===== config.mk =====
export PLATFORM = sky130hd
export DESIGN_NAME = seqgen_tx
export DESIGN_NICKNAME = d
export VERILOG_FILES = /design/src/rtl/seqgen_tx.sv
export SDC_FILE = /design/constraint.sdc
export NUM_CORES = 1
export LEC_CHECK = 0
export CAP_MARGIN = 40
export CORE_MARGIN = 4
export CORE_UTILIZATION = 55
export DETAILED_ROUTE_END_ITERATION = 7
export GPL_ROUTABILITY_DRIVEN = 0
export HOLD_SLACK_MARGIN = 0.06
export PLACE_DENSITY = 0.8
export SETUP_SLACK_MARGIN = 0.1
export SKIP_LAST_GASP = 1
export SLEW_MARGIN = 10
export SYNTH_ARGS = -nofsm -noshare
export SYNTH_HDL_FRONTEND = slang
export SYNTH_SLANG_ARGS = --single-unit

===== constraint.sdc =====
create_clock -name clk -period 3.3 [get_ports clk]
set_clock_uncertainty 0.15 [all_clocks]
set_input_delay 0.66 -clock clk [delete_from_list [all_inputs] [get_ports clk]]
set_output_delay 0.66 -clock clk [all_outputs]
set_load 0.01 [all_outputs]

===== src/rtl/seqgen_tx.sv =====
// Colour-sequence transmitter: plays a latched N-step r/g/b code sequence with start/advance strobes.
// Latency: go at edge 0 -> s in cycle 1, done in cycle 2 + N_STEPS*HOLD + (N_STEPS-1)*GAP (+ echo window).
// Backpressure: none; go is only sampled in IDLE and ignored for the rest of a run.
// Optional echo check of the detector's unlock output is enabled by defining SEQGEN_ECHO_CHECK_EN.
module seqgen_tx #(
    parameter int N_STEPS = 4,
    parameter int HOLD    = 2,
    parameter int GAP     = 1
) (
    input  logic                   clk,
    input  logic                   rst_n,
    input  logic                   go,
    input  logic [2*N_STEPS-1:0]   seq,
`ifdef SEQGEN_ECHO_CHECK_EN
    input  logic                   u,
    output logic                   pass,
`endif
    output logic                   s,
    output logic                   r,
    output logic                   g,
    output logic                   b,
    output logic                   a,
    output logic                   busy,
    output logic                   done
);

    localparam int MAXC = (HOLD > GAP) ? HOLD : GAP;
    localparam int CW   = $clog2(MAXC + 1);
    localparam int SW   = (N_STEPS > 1) ? $clog2(N_STEPS) : 1;

    localparam logic [CW-1:0] HOLD_LD = CW'(HOLD - 1);
    localparam logic [CW-1:0] GAP_LD  = CW'((GAP > 0) ? GAP - 1 : 0);
    localparam logic [SW-1:0] LAST    = SW'(N_STEPS - 1);
`ifdef SEQGEN_ECHO_CHECK_EN
    // Two-cycle unlock window: counter runs 1 -> 0.
    localparam logic [CW-1:0] CHK_LD  = CW'(1);
`endif

    typedef enum logic [2:0] {
        ST_IDLE,
        ST_START,
        ST_SYM,
        ST_GAP,
`ifdef SEQGEN_ECHO_CHECK_EN
        ST_CHECK,
`endif
        ST_DONE
    } state_t;

    state_t                 state_q;
    logic [2*N_STEPS-1:0]   shadow_q;
    logic [SW-1:0]          step_q;
    logic [SW-1:0]          step_inc;
    logic [CW-1:0]          cnt_q;
    logic [2:0]             rgb_q;
    logic                   s_q;
    logic                   a_q;
    logic                   busy_q;
    logic                   done_q;
`ifdef SEQGEN_ECHO_CHECK_EN
    logic                   pass_q;
`endif

    // Code 00 is a deliberate blank: no colour, but the step still strobes a.
    function automatic logic [2:0] decode(input logic [1:0] code);
        case (code)
            2'b01:   decode = 3'b100;
            2'b10:   decode = 3'b010;
            2'b11:   decode = 3'b001;
            default: decode = 3'b000;
        endcase
    endfunction

    function automatic logic [1:0] code_at(input logic [2*N_STEPS-1:0] sh, input logic [SW-1:0] idx);
        code_at = sh[2*int'(idx) +: 2];
    endfunction

    assign step_inc = step_q + SW'(1);

    // Sequencer FSM; every output is computed one cycle ahead so it leaves a flop.
    always_ff @(posedge clk or negedge rst_n) begin
        if (!rst_n) begin
            state_q  <= ST_IDLE;
            shadow_q <= '0;
            step_q   <= '0;
            cnt_q    <= '0;
            rgb_q    <= 3'b000;
            s_q      <= 1'b0;
            a_q      <= 1'b0;
            busy_q   <= 1'b0;
            done_q   <= 1'b0;
`ifdef SEQGEN_ECHO_CHECK_EN
            pass_q   <= 1'b0;
`endif
        end else begin
            s_q    <= 1'b0;
            a_q    <= 1'b0;
            done_q <= 1'b0;
            case (state_q)
                ST_IDLE: begin
                    if (go) begin
                        shadow_q <= seq;
                        step_q   <= '0;
                        cnt_q    <= '0;
                        s_q      <= 1'b1;
                        busy_q   <= 1'b1;
`ifdef SEQGEN_ECHO_CHECK_EN
                        pass_q   <= 1'b0;
`endif
                        state_q  <= ST_START;
                    end
                end
                ST_START: begin
                    cnt_q   <= HOLD_LD;
                    rgb_q   <= decode(code_at(shadow_q, step_q));
                    a_q     <= (HOLD == 1);
                    state_q <= ST_SYM;
                end
                ST_SYM: begin
                    if (cnt_q != '0) begin
                        cnt_q <= cnt_q - CW'(1);
                        // Next cycle is the last hold cycle of this step.
                        a_q   <= (cnt_q == CW'(1));
                    end else begin
                        rgb_q <= 3'b000;
                        if (step_q == LAST) begin
`ifdef SEQGEN_ECHO_CHECK_EN
                            cnt_q   <= CHK_LD;
                            state_q <= ST_CHECK;
`else
                            cnt_q   <= '0;
                            done_q  <= 1'b1;
                            busy_q  <= 1'b0;
                            state_q <= ST_DONE;
`endif
                        end else begin
                            step_q <= step_inc;
                            if (GAP > 0) begin
                                cnt_q   <= GAP_LD;
                                state_q <= ST_GAP;
                            end else begin
                                // Back-to-back steps: reload hold and present next colour.
                                cnt_q   <= HOLD_LD;
                                rgb_q   <= decode(code_at(shadow_q, step_inc));
                                a_q     <= (HOLD == 1);
                                state_q <= ST_SYM;
                            end
                        end
                    end
                end
                ST_GAP: begin
                    if (cnt_q != '0) begin
                        cnt_q <= cnt_q - CW'(1);
                    end else begin
                        cnt_q   <= HOLD_LD;
                        rgb_q   <= decode(code_at(shadow_q, step_q));
                        a_q     <= (HOLD == 1);
                        state_q <= ST_SYM;
                    end
                end
`ifdef SEQGEN_ECHO_CHECK_EN
                ST_CHECK: begin
                    if (u) begin
                        pass_q  <= 1'b1;
                        cnt_q   <= '0;
                        done_q  <= 1'b1;
                        busy_q  <= 1'b0;
                        state_q <= ST_DONE;
                    end else if (cnt_q != '0) begin
                        cnt_q <= cnt_q - CW'(1);
                    end else begin
                        pass_q  <= 1'b0;
                        done_q  <= 1'b1;
                        busy_q  <= 1'b0;
                        state_q <= ST_DONE;
                    end
                end
`endif
                ST_DONE: begin
                    cnt_q   <= '0;
                    state_q <= ST_IDLE;
                end
                default: begin
                    state_q <= ST_IDLE;
                end
            endcase
        end
    end

    assign s    = s_q;
    assign r    = rgb_q[2];
    assign g    = rgb_q[1];
    assign b    = rgb_q[0];
    assign a    = a_q;
    assign busy = busy_q;
    assign done = done_q;
`ifdef SEQGEN_ECHO_CHECK_EN
    assign pass = pass_q;
`endif

endmodule


==> results of run 1 <==
## cells by family after synthesis
logic type                 share of synthesized area (%)
DFF                                                 52.4
buffers and inverters                               4.53
adders and majority gates                           1.19
muxes                                               12.9
AOI/OAI and AO/OA                                   13.3
and+or+nand+nor                                     15.6
## state kept, by name, indices dropped and copies added (netlist names)
name      flops
shadow_q      8
rgb_q         3
state_q       3
cnt_q         2
step_q        2
a             1
busy          1
done          1
s             1
## per-stage QoR
stage          std cells  area, µm²  util (%)  hold WS, ps  setup slack, ps
2_1_floorplan         90       1050         -          214             1580
3_3_place_gp         128       1230      69.5          337              991
3_5_place_dp         129       1240      70.4          345              944
4_1_cts              133       1280      72.4          372             1250
5_1_grt              133       1280      72.4          399             1210
6_report             133       1280      72.4          367             1270
## cell usage in the layout (no fill, tap or decap), types with 2 or more instances in the layout
cell,instances
nor2_1,5
dfrtp_1,22
nand4_1,2
inv_1,6
o22ai_1,2
a21boi_0,2
mux4_2,2
a21oi_1,5
mux2_2,8
nand3_1,4
o21ai_0,5
clkbuf_4,3
o211ai_1,3
clkdlybuf4s50_1,17
nor2b_1,3
nor3b_1,3
## power groups by stage
stage          Combinational, W  Sequential, W  Clock, W
6_report               0.000433       0.000488  0.000147
5_1_grt                0.000484       0.000512  0.000164
4_1_cts                0.000435       0.000487  0.000150
3_5_place_dp           0.000433       0.000494         0
3_3_place_gp           0.000412       0.000486         0
2_1_floorplan          0.000340       0.000454         0
## layout make-up
cell class              count  area share, %
flip-flops and latches     22           43.1
multi-input cells          58           35.4
clock buffers               4           2.84
repair buffers             18           14.5
well taps                  25           2.45
inverters                   6           1.76
## path summary, 6_finish.rpt
check,from,end,slack [ps]
min in group asynchronous,rst_n,rgb_q[2],490
worst min register to register,shadow_q[5],shadow_q[5],370
worst max-delay path,busy,busy,1270
worst min-delay path,shadow_q[5],shadow_q[5],370
max in group asynchronous,rst_n,busy,2080
worst max register to register,step_q[0],busy,1400
## routing by layer
| layer | track usage, % | share of wire (%) | vias up |
|---|---|---|---|
| met1 | 21.5 | 43 | 359 |
| met5 | 0 | 0 | - |
| met3 | 3.44 | 6.3 | 4 |
| li1 | - | - | 363 |
| met2 | 27.5 | 49 | 27 |
| met4 | 7.42 | 1.7 | 0 |
==> flow_metrics.tcl, run 1 <==
set metrics [dict create \
    fill_cells 141 \
    min_path_cells 1 \
    vias 753 \
    cts_buffer_depth 2 \
    power.total_w 0.00107 \
    htree_levels 1 \
    p_int_w 0.000687 \
    gr-usage-all-layers_pct 16.8 \
    ff_latch_area_um2 551 \
    rsz0062_at_grt "false" \
    p_sw_w 0.000381 \
    dr.pass1.iters 4 \
    synthFlopType "dfrtp_1" \
    netlist-cell-type-count 31 \
    multi_input_area_um2 452 \
    drtIter0Drc 11 \
    final.setup.tns_ps 0 \
    antenna_found_initial 0 \
    num_rows 15 \
    crit_required_ps 2490 \
    synth_common_cells "dfrtp_1 (22), mux2_2 (8), inv_1 (6)" \
    finish.net_count 121 \
    drc_errors 0 \
    powerDensity_mw_per_mm2 836 \
    vdd_drop_max_uv 557 \
    slew_violations 0 \
    min_period_over_period_pct 61.6 \
    cp_max_fo 3 \
    ys_ff_latch 22 \
    portBuffers 17 \
    swShare_pct 35.7 \
    avgSynthCellArea_um2 11.7 \
    path_class "reg -> out" \
    cp-start-kind "register" \
    num_io_pins 18 \
    crit_path_end_kind "primary output" \
    core_mm2 0.00176 \
    grt_max_degree 20 \
    synth_edf_count 0 \
    wl_per_cell_um 14.0 \
    cts_tree "yes" \
    synth_warnings 0 \
    yosysSeqAreaShare_pct 52.4 \
    syn_inst 90 \
    setup_viol 0 \
    syn-num-nets 102 \
    syn_to_final_growth_pct 21.7 \
    p_seq_share_pct 45.7 \
    synthArstFlopShare_pct 100 \
    vias_per_cell 5.66 \
    path_delay_family "buffers and inverters" \
    cts_resized 0 \
    cts_hold_buf 0 \
    antenna_cells 0 \
    yosysMostFrequentCell "dfrtp_1" \
    holdCritPathClass "reg -> reg" \
    clock_sinks 22 \
    grt_pass1_vias 771 \
    path_buf_inv 1 \
    critPathSlowestCell "clkdlybuf4s50_1" \
    dieArea_mm2 0.00267 \
    slowest_delay_ps 540 \
    cp.depth 1 \
    comb_power_share_pct 40.5 \
    cts_root_buf "clkbuf_4" \
    fmaxAchievable_mhz 492 \
    ant_nets 0 \
    numCtsBuffers 3 \
    status "complete, no violations" \
    worstPathCellList "clkdlybuf4s50_1" \
    arrival_ps 1220 \
    synthTopCellsByArea "dfrtp_1 (52%), mux2_2 (8.6%), mux4_2 (4.3%)" \
    yosysTopAreaCell "dfrtp_1" \
    netlist_area_mm2 0.00105 \
    grt_pass1_wl_um 3320 \
    wirelength_um 1860 \
    overflow 0 \
    synth_top_cell_area_share_pct 52.4 \
    initial_core_util_pct 59.5 \
    post-cts-setup-buffer-count 0 \
    drive_above_1_share_pct 16.7 \
    maxSlewHeadroom_pct 68.2 \
    r2r_cells 4 \
    post-route-min-period_ps 2030 \
    dieHeight_um 51.7 \
    insertion_delay_ps 310 \
    clockPowerShare_pct 13.8 \
    hold_viol 0 \
    dp_hpwl_um 1420 \
    clk_pin_slew_ps 120 \
    maxCapViolCount 0 \
    die_width_um 51.7 \
    p_leak_nw 0.523 \
    worst_pin_slew_ps 476 \
]
Note: power is estimated with default switching activity, not from simulation.
==> run 2: changes to the inputs <==
CORE_UTILIZATION = 51   (was 55)
PLACE_DENSITY = 0.75   (was 0.8)
clock period = 1.9 ns   (was 3.3 ns; I/O delays follow)
==> run 2 against run 1 <==
  * Clock power increased by 69%
  * Setup slack got worse by 1100 ps
  * Routed wire length increased by 10%
  * Register-to-register slack got worse by 1100 ps
  * Worst hold slack got worse by 110 ps
  * Critical path depth unchanged
  * First-iteration DRC count unchanged
  * Cell count increased by 6.8%
  * Non-clock buffer count increased by 7
  * Global-route usage increased by 1.8 points
  * Critical path type unchanged
  * Via count increased by 1.5%
==> flow_metrics.tcl, run 2 (synthesis results as in run 1) <==
set metrics [dict create \
    clock_sinks 22 \
    vias 764 \
    layout_common_cells "dfrtp_1 (21), clkdlybuf4s50_1 (16), mux2_2 (8), buf_4 (8), inv_1 (6)" \
    insertion_delay_ps 300 \
    slowest_delay_ps 530 \
    vdd_drop_max_uv 795 \
    final.setup.tns_ps 0 \
    maxCapViolCount 0 \
    cp-start-kind "register" \
    slew_violations 0 \
    vias_per_cell 5.38 \
    crit_required_ps 1370 \
    largest_reg_flops 8 \
    rsz0062_at_grt "false" \
    wl_per_cell_um 14.4 \
    maxSlewHeadroom_pct 70.4 \
    status "complete, no violations" \
    placed_area_mm2 0.00128 \
    worst_slack_ps 173 \
    arrival_ps 1200 \
    holdCritPathClass "in -> async" \
    met2_length_um 1050 \
    fill_cells 177 \
    ant_nets 0 \
    numCtsBuffers 3 \
    postLayoutCellArea_mm2 0.00133 \
    wirelength_um 2040 \
    core_mm2 0.00196 \
    crit_path_end_kind "primary output" \
    fmaxAchievable_mhz 579 \
    fin_util_pct 67.7 \
    grt_pass1_wl_um 3770 \
    powerDensity_mw_per_mm2 1430 \
    post-route-min-period_ps 1730 \
    largestRegisters "shadow_q x8, rgb_q x3, state_q x3" \
    clk_pin_slew_ps 120 \
    dr.pass1.iters 4 \
    critPathSlowestCell "clkdlybuf4s50_1" \
    overflow 0 \
    cts_hold_buf 0 \
    drtIter0Drc 11 \
    drc_errors 0 \
    cts_tree "yes" \
    min_period_over_period_pct 90.9 \
    place_ws_ps -12.9 \
    num_rows 16 \
    dr_wl_met3_um 126 \
    path_buf_inv 1 \
    dieHeight_um 53.4 \
    dieArea_mm2 0.00285 \
    cts_buffer_depth 2 \
    portBuffers 17 \
    setup_viol 0 \
    antenna_found_initial 0 \
    antenna_cells 0 \
    wl_met1_um 846 \
    final_common_cell "dfrtp_1" \
    path_class "reg -> out" \
    grt_pass1_vias 858 \
    die_width_um 53.4 \
    hold_viol 0 \
    gr-usage-all-layers_pct 18.6 \
    cts_root_buf "clkbuf_4" \
    worstPathCellList "clkdlybuf4s50_1" \
    initial_core_util_pct 53.5 \
    htree_levels 1 \
    dp_hpwl_um 1550 \
    num_io_pins 18 \
    drive_above_1_share_pct 22.6 \
    hold-worst-slack_ps 259 \
    worst_pin_slew_ps 444 \
    p_leak_nw 0.558 \
    path_delay_family "buffers and inverters" \
    cp_max_fo 2 \
    syn_to_final_growth_pct 26.6 \
    finish.net_count 128 \
    top_layer "met4" \
    grt_max_degree 23 \
    regMostFlops "shadow_q" \
]
[run 2: cell types whose count changed in the layout (fill, tap and decap cells not counted)]
cell             previous run  this run
buf_4                       0         8
buf_8                       1         0
clkdlybuf4s50_1            17        16
dfrtp_1                    22        21
dfrtp_2                     0         1
dlymetal6s2s_1              0         1
[run 2: final cells by class]
class | count | area [µm²] | area share [%]
Multi-Input combinational cell | 58 | 452 | 34.0
Inverter | 6 | 22.5 | 1.69
Timing Repair Buffer | 25 | 233 | 17.5
Sequential cell | 22 | 552 | 41.5
Tap cell | 27 | 33.8 | 2.54
Clock buffer | 4 | 36.3 | 2.73
[run 2: power breakdown]
part / switching, W / leakage (nW) / internal [W]
Sequential: 0.000164 / 0.272 / 0.000652
Clock: 0.000132 / 0.0210 / 0.000117
Combinational: 0.000371 / 0.266 / 0.000468
Total: 0.000668 / 0.558 / 0.00124
[run 2: per-stage QoR]
stage	instances	total power, W
2_1_floorplan	90	0.00138
3_3_place_gp	137	0.00160
3_5_place_dp	137	0.00166
4_1_cts	141	0.00191
5_1_grt	142	0.00209
6_report	142	0.00190
[run 2: layer usage]
layer  vias up  track usage (%)
met5         -                0
met4         0             8.09
met3         2             3.38
met2        21             31.4
met1       366             22.9
li1        375                -
[run 2: path summary, 6_finish.rpt]
kind	from	depth (start not counted)	endpoint	slack (ps)
setup / recovery	rgb_q[1]	1	g	170
hold / removal	rst_n	2	shadow_q[7]	260
setup reg to reg	step_q[1]	4	busy	270
max in group asynchronous	rst_n	2	step_q[1]	1110
hold reg to reg	shadow_q[6]	1	shadow_q[6]	370
min in group clk	shadow_q[6]	1	shadow_q[6]	370
[run 2: timing repair]
item                                    CTS  global route
gates resized for setup                   0             2
buffers inserted                          0             1
endpoints found under the setup margin    0             2
endpoints found under the hold margin     0             0
